[config.mk]
export PLATFORM = sky130hd
export DESIGN_NAME = ex_mdu
export DESIGN_NICKNAME = d
export VERILOG_FILES = /design/src/rtl/ex_mdu.sv
export SDC_FILE = /design/constraint.sdc
export NUM_CORES = 1
export LEC_CHECK = 0
export BUFFER_PORTS_ARGS = -buffer_cell sky130_fd_sc_hd__buf_2
export CELL_PAD_IN_SITES_DETAIL_PLACEMENT = 1
export CELL_PAD_IN_SITES_GLOBAL_PLACEMENT = 2
export CORE_MARGIN = 2
export CORE_UTILIZATION = 34
export DETAILED_ROUTE_END_ITERATION = 12
export PLACE_DENSITY_LB_ADDON = 0.08
export SYNTH_ARGS = -nofsm -noshare
export SYNTH_HDL_FRONTEND = slang
export SYNTH_SLANG_ARGS = --single-unit
[constraint.sdc]
create_clock -name clk -period 5.6 [get_ports clk]
set_input_delay 0.28 -clock clk [delete_from_list [all_inputs] [get_ports clk]]
set_output_delay 0.28 -clock clk [all_outputs]
set_load 0.01 [all_outputs]
[src/rtl/ex_mdu.sv]
// Execute stage: single-cycle logic/shift/add/compare plus HI/LO and an iterative restoring divider.
// Define EX_DIV_EN to build the divider; without it DIV/DIVU act as NOP and stall_o is tied low.
module ex_mdu #(
  parameter int DATA_W  = 32,
  parameter int SHAMT_W = $clog2(DATA_W)
) (
  input  logic              clk,
  input  logic              rst,
  input  logic [3:0]        op_i,
  input  logic [DATA_W-1:0] reg1_i,
  input  logic [DATA_W-1:0] reg2_i,
  input  logic [4:0]        wd_i,
  input  logic              wreg_i,
  input  logic              flush_i,
  output logic [4:0]        wd_o,
  output logic              wreg_o,
  output logic [DATA_W-1:0] wdata_o,
  output logic              stall_o,
  output logic [DATA_W-1:0] hi_o,
  output logic [DATA_W-1:0] lo_o
);

  localparam logic [3:0] OP_NOP  = 4'd0;
  localparam logic [3:0] OP_AND  = 4'd1;
  localparam logic [3:0] OP_OR   = 4'd2;
  localparam logic [3:0] OP_XOR  = 4'd3;
  localparam logic [3:0] OP_NOR  = 4'd4;
  localparam logic [3:0] OP_SLL  = 4'd5;
  localparam logic [3:0] OP_SRL  = 4'd6;
  localparam logic [3:0] OP_SRA  = 4'd7;
  localparam logic [3:0] OP_ADD  = 4'd8;
  localparam logic [3:0] OP_SUB  = 4'd9;
  localparam logic [3:0] OP_SLT  = 4'd10;
  localparam logic [3:0] OP_SLTU = 4'd11;
  localparam logic [3:0] OP_DIV  = 4'd12;
  localparam logic [3:0] OP_DIVU = 4'd13;
  localparam logic [3:0] OP_MFHI = 4'd14;
  localparam logic [3:0] OP_MFLO = 4'd15;

  logic [DATA_W-1:0]        hi_q, hi_d, lo_q, lo_d;
  logic [DATA_W-1:0]        alu_res;
  logic                     stall_req;
  logic                     is_div;
  logic [SHAMT_W-1:0]       shamt;
  logic signed [DATA_W-1:0] a_s, b_s;

  assign shamt  = reg1_i[SHAMT_W-1:0];
  assign a_s    = reg1_i;
  assign b_s    = reg2_i;
  assign is_div = (op_i == OP_DIV) || (op_i == OP_DIVU);

  always_comb begin
    alu_res = '0;
    case (op_i)
      OP_AND:  alu_res = reg1_i & reg2_i;
      OP_OR:   alu_res = reg1_i | reg2_i;
      OP_XOR:  alu_res = reg1_i ^ reg2_i;
      OP_NOR:  alu_res = ~(reg1_i | reg2_i);
      OP_SLL:  alu_res = reg2_i << shamt;
      OP_SRL:  alu_res = reg2_i >> shamt;
      OP_SRA:  alu_res = b_s >>> shamt;
      OP_ADD:  alu_res = reg1_i + reg2_i;
      OP_SUB:  alu_res = reg1_i - reg2_i;
      OP_SLT:  alu_res = {{(DATA_W-1){1'b0}}, (a_s < b_s)};
      OP_SLTU: alu_res = {{(DATA_W-1){1'b0}}, (reg1_i < reg2_i)};
      OP_MFHI: alu_res = hi_q;
      OP_MFLO: alu_res = lo_q;
      default: alu_res = '0;
    endcase
  end

  // Outputs are combinational, so reset has to mask them directly
  assign wd_o    = rst ? wd_i : 5'd0;
  assign wreg_o  = rst && wreg_i && (op_i != OP_NOP) && !is_div;
  assign wdata_o = rst ? alu_res : '0;
  assign stall_o = rst && stall_req;
  assign hi_o    = hi_q;
  assign lo_o    = lo_q;

  always_ff @(posedge clk or negedge rst) begin
    if (!rst) begin
      hi_q <= '0;
      lo_q <= '0;
    end else begin
      hi_q <= hi_d;
      lo_q <= lo_d;
    end
  end

`ifdef EX_DIV_EN
  typedef enum logic [1:0] {S_IDLE = 2'd0, S_BUSY = 2'd1, S_DONE = 2'd2} state_e;

  state_e            state_q, state_d;
  logic [DATA_W-1:0] cnt_q, cnt_d;
  logic [DATA_W-1:0] quo_q, quo_d, rem_q, rem_d, dvs_q, dvs_d;
  logic              negq_q, negq_d, negr_q, negr_d;
  logic              div_signed, div_zero, div_start;
  logic [DATA_W:0]   rem_sh, diff;

  function automatic logic [DATA_W-1:0] mag(input logic [DATA_W-1:0] v, input logic sgn);
    return (sgn && v[DATA_W-1]) ? (~v + DATA_W'(1)) : v;
  endfunction

  function automatic logic [DATA_W-1:0] cneg(input logic [DATA_W-1:0] v, input logic neg);
    return neg ? (~v + DATA_W'(1)) : v;
  endfunction

  assign div_signed = (op_i == OP_DIV);
  assign div_zero   = (reg2_i == '0);
  assign div_start  = is_div && !div_zero && !flush_i;
  // Partial remainder stays below the divisor, so bit DATA_W of diff is a clean borrow flag
  assign rem_sh     = {rem_q, quo_q[DATA_W-1]};
  assign diff       = rem_sh - {1'b0, dvs_q};

  always_ff @(posedge clk or negedge rst) begin
    if (!rst) begin
      state_q <= S_IDLE;
      cnt_q   <= '0;
    end else begin
      state_q <= state_d;
      cnt_q   <= cnt_d;
    end
  end

  always_ff @(posedge clk) begin
    quo_q  <= quo_d;
    rem_q  <= rem_d;
    dvs_q  <= dvs_d;
    negq_q <= negq_d;
    negr_q <= negr_d;
  end

  always_comb begin
    state_d = state_q;
    if (flush_i) begin
      state_d = S_IDLE;
    end else begin
      case (state_q)
        S_IDLE:  if (div_start) state_d = S_BUSY;
        S_BUSY:  if (cnt_q == DATA_W'(DATA_W-1)) state_d = S_DONE;
        S_DONE:  state_d = S_IDLE;
        default: state_d = S_IDLE;
      endcase
    end
  end

  always_comb begin
    stall_req = 1'b0;
    case (state_q)
      S_IDLE:  stall_req = div_start;
      S_BUSY:  stall_req = !flush_i;
      default: stall_req = 1'b0;
    endcase
  end

  always_comb begin
    cnt_d  = cnt_q;
    quo_d  = quo_q;
    rem_d  = rem_q;
    dvs_d  = dvs_q;
    negq_d = negq_q;
    negr_d = negr_q;
    hi_d   = hi_q;
    lo_d   = lo_q;
    case (state_q)
      S_IDLE: begin
        if (div_start) begin
          quo_d  = mag(reg1_i, div_signed);
          dvs_d  = mag(reg2_i, div_signed);
          rem_d  = '0;
          cnt_d  = '0;
          negq_d = div_signed && (reg1_i[DATA_W-1] ^ reg2_i[DATA_W-1]);
          negr_d = div_signed && reg1_i[DATA_W-1];
        end else if (is_div && div_zero && !flush_i) begin
          lo_d = '1;
          hi_d = reg1_i;
        end
      end
      S_BUSY: begin
        rem_d = diff[DATA_W] ? rem_sh[DATA_W-1:0] : diff[DATA_W-1:0];
        quo_d = {quo_q[DATA_W-2:0], ~diff[DATA_W]};
        cnt_d = cnt_q + DATA_W'(1);
      end
      S_DONE: begin
        if (!flush_i) begin
          lo_d = cneg(quo_q, negq_q);
          hi_d = cneg(rem_q, negr_q);
        end
      end
      default: ;
    endcase
  end
`else
  logic unused_flush;
  assign unused_flush = flush_i;
  assign stall_req    = 1'b0;
  assign hi_d         = hi_q;
  assign lo_d         = lo_q;
`endif

endmodule

# Word-level counts from Yosys, hierarchy flattened
# Cells that the tools add are included.
[word_totals] out_inout_bits=103 reg_bits=0 inputBits=77 word_cells=33
[classes] n_addsub=2 n_shift=3 n_reduce_logical=6 eq_ne=13 magnitude_cmp=2 bitwise=4 muxes=3
[op_table] cell="32-bit case mux with 11 select lines" n=1
[op_table] cell="32-bit < comparator" n=2
[op_table] cell="32-bit adder" n=1
[op_table] cell="32-bit AND" n=1
[op_table] cell="32-bit two-way mux" n=1
[op_table] cell="32-bit inverter" n=1
[op_table] cell="32-bit OR" n=1
[op_table] cell="32-bit by 5-bit << shifter with 32-bit output" n=1
[op_table] cell="32-bit by 5-bit >> shifter with 32-bit output" n=1
[op_table] cell="32-bit by 5-bit >>> shifter with 32-bit output" n=1
[op_table] cell="32-bit subtractor" n=1
[op_table] cell="32-bit XOR" n=1
[op_table] cell="4-bit == test (second input constant)" n=6
[op_table] cell="4-bit by 3-bit == test with 1-bit output (second input constant)" n=4
[op_table] cell="4-bit by 2-bit == test with 1-bit output (second input constant)" n=2
[op_table] cell="5-bit two-way mux" n=1
[op_table] cell="4-bit by 1-bit == test with 1-bit output (second input constant)" n=1
[op_table] cell="4-bit nonzero test" n=1
[op_table] cell="1-bit logical AND" n=3
[op_table] cell="1-bit logical NOT" n=1
[op_table] cell="1-bit logical OR" n=1

# Depth between registers and ports, before layout
[logic_depth] word_depth=4 mapped_depth=16 ltp_nobuf=12

# Least setup slack after synthesis
# No wires, ideal clock.
[synth_path] path_kind="input to output" from="input reg1_i[0]" to="output wdata_o[12]" path_slack_ps=1823 arrival_time_ps=3497 t_required_ps=5320 n_path_buf=4 stages=16 path_cell_list="buf_4 -> buf_6 -> buf_6 -> buf_4 -> inv_1 -> ha_1 -> fa_1 -> o21ba_1 -> or4_4 -> a311oi_2 -> nor2_1 -> o31a_1 -> a211oi_2 -> xnor2_1 -> nand2_1 -> a21oi_1"
[synth_between] elab_chain_cells=3 word_cells_on_any_way=7 classes_between="add/sub (2); shift (3); mux (2)"
[synth_rtl] element="from (decl)" line_no="10" rtl="input logic [DATA_W-1:0] reg1_i,"
[synth_rtl] element="32-bit subtractor (tied with other cells)" line_no="63" rtl="OP_SUB: alu_res = reg1_i - reg2_i;"
[synth_rtl] element="32-bit case mux with 11 select lines (*)" line_no="54" rtl="case (op_i)"
[synth_rtl] element="32-bit two-way mux (*)" line_no="75" rtl="assign wdata_o = rst ? alu_res : '0;"
[synth_rtl] element="to (decl)" line_no="17" rtl="output logic [DATA_W-1:0] wdata_o,"
# Mark *: on every way between the ends. The rest lies on a longest branch, timed or not.

# Worst setup path in the final report
[layout_path] from="input reg1_i[4]" to="output wdata_o[28]"
# The elaborated chain is that of the path after synthesis.

==> summary.md <==
| Metric | Value |
|---|---|
| Tcrit/Tclk final | between 70% and 80% |
| Initial antenna violation count | 0 |
| PwrDens | a little over 100 mW/mm² |
| CTS resizes | 0 |
| Post-synth top area share | between 10% and 20% |
| Initial DRC count | about 900 |
| Mean area per synthesized cell | 6.52 µm² |
| Vias per std cell | 6.05 |
| FFs & Latches | 0 |
| Port bufs | approximately 110 |
| Worst path slowest cell | a2111oi_1 |
| Grt ovf | 0 |
| Drt pass-1 iters | 5 |
| Post-synth top area cell | ha_1 |
| Crit path cell chain | buf_2 > inv_1 > ha_1 > a21oi_1 > o21ai_0 > buf_4 > a32oi_1 > a21oi_1 > a2111oi_1 > o211ai_1 > nor4_1 > a31oi_1 > a31oi_1 > buf_2 |
| Max Freq | 237 MHz |
| Overall power | 1020 µW |
| Cells after Synth | between 1000 and 1500 |
| Seq/Total Area, Yosys | 0% |
| First-pass GRT wire length | ~70 mm |
| ANT cells | 0 |
| Lkg Pwr | around 0.0044 µW |
| Antenna viol nets, final | 0 |
| Critical path class | primary input to output pin |
| Slew @ Worst Pin | 1200 ps |
| Worst Setup Start Kind | primary input |
| Storage element area | 0 µm² |
| Die W | roughly 170 µm |
| Drt wl/cell | about 25 µm |
| Max incr delay on CP | approximately 640 ps |
| Mapped cell area | about 0.0095 mm² |
| DRC viols | 0 |
| Layout cells sized above 1 | between 10% and 20% |
| Row cnt | 61 |
| I/O pins | 180 |
| Largest net degree at the start of global routing | about 70 |
| WP data arrival | slightly below 4000 ps |
| Minimum clock period | 4220 ps |
| Routability cong. | 0.931 |
| Yosys warnings | 0 |
| Via Count | 11200 |
| Max FO, Critical Path | 17 |
| Total GRT Usage | between 30% and 40% |
| Die ar. | between 0.02 and 0.03 mm² |
| Total wire length | roughly 47 mm |
| Initial Util | 34.3% |
| Maxcap violations | 0 |
| Status | finished clean |
| Nets | between 1500 and 2000 |
| Vias in the first global route | between 10000 and 15000 |
| Synth unique cells | between 80 and 90 |
| Synth top area cells | ha_1 (13%), a21oi_1 (7.9%), mux2i_1 (7.2%) |
| Req. time, crit path | 5320 ps |
| Cts hold-fix bufs | 0 |
| RSZ-0062 raised after global routing | false |
| Synth-to-layout area growth | 4.92% |
| Die Ht | around 170 µm |
| Post-CTS setup buffer count | 0 |
| Top-count cell post-synth | nor2_1 |
| Slew Viols, Final | 0 |
| Setup TNS | 0 ps |
| Crit end category | output pin |
| Core area | roughly 0.028 mm² |
| Post-synth top cells | nor2_1 (173), a21oi_1 (149), nand2_1 (126) |
| Slew headroom | a little under a fifth |
| Clkbuf count | 0 |
| Final hold vios | 0 |
| Setup Viol. Count Final | 0 |
| Final HPWL DP | ~37 mm |
| Worst hold path type | primary input to output pin |
| Max VDD drop | between 0.00006 and 0.00007 V |
[cell families after synthesis]
family          synth area share, %
simple gates                   21.0
compound gates                 35.8
fa+ha+maj                      13.5
mux                            13.5
other cells                  0.0397
buf+inv                        14.2
xor+xnor                       1.85
[cell type report]
cell class / instances / area (µm²)
timing repair buffer: 135 / 733
multi-input combinational: 1246 / 8360
fill: 3664 / 17600
tap: 378 / 473
inverter: 93 / 349
[critical path, delay by kind of cell]
family / cells / cell delay, ps
buf+inv: 4 / 940
fa+ha+maj: 1 / 440
simple gates: 1 / 200
compound gates: 8 / 2070
[path summary, 6_finish.rpt]
path,cells after the start,start,to
max,14,reg1_i[4],wdata_o[28]
min,3,wd_i[2],wd_o[2]
[stage by stage]
stage	hold WS, ps	cells	utilization (%)	setup slack, ps	area [µm²]
5_1_grt	863	1852	36.0	1030	9920
4_1_cts	855	1852	36.0	1420	9920
3_5_place_dp	854	1852	36.0	1430	9920
6_report	853	1852	36.0	1380	9920
3_3_place_gp	851	1852	36.0	1430	9920
2_1_floorplan	654	1513	-	1820	9690
[per-layer routing]
layer | wire, µm | vias up | GRT usage (%) | share of wire (%)
li1 | - | 5204 | - | -
met1 | 21500 | 5491 | 43.8 | 46
met2 | 21200 | 434 | 51.7 | 45
met3 | 2440 | 77 | 1.43 | 5.2
met4 | 2020 | 0 | 11.6 | 4.3
met5 | 0 | - | 0 | 0
[placed cells by master (no fill, tap or decap), types with 22 or more instances in the layout]
cell	Yosys	routed
nor3_1	37	35
a31oi_1	29	29
inv_1	89	89
buf_2	26	112
conb_1	1	65
mux2i_1	68	68
ha_1	99	99
nor2_1	173	173
a21oi_1	149	149
nand2_1	126	126
o21ai_0	99	99
a211oi_1	29	29
mux2_2	22	22
buf_4	70	23
[where the power goes]
group | switching [µW] | total, µW | internal (µW)
logic | 682 | 1020 | 339
registers | 0 | 0 | 0
clock network | 0 | 0 | 0
(Power assumes the default switching activity.)
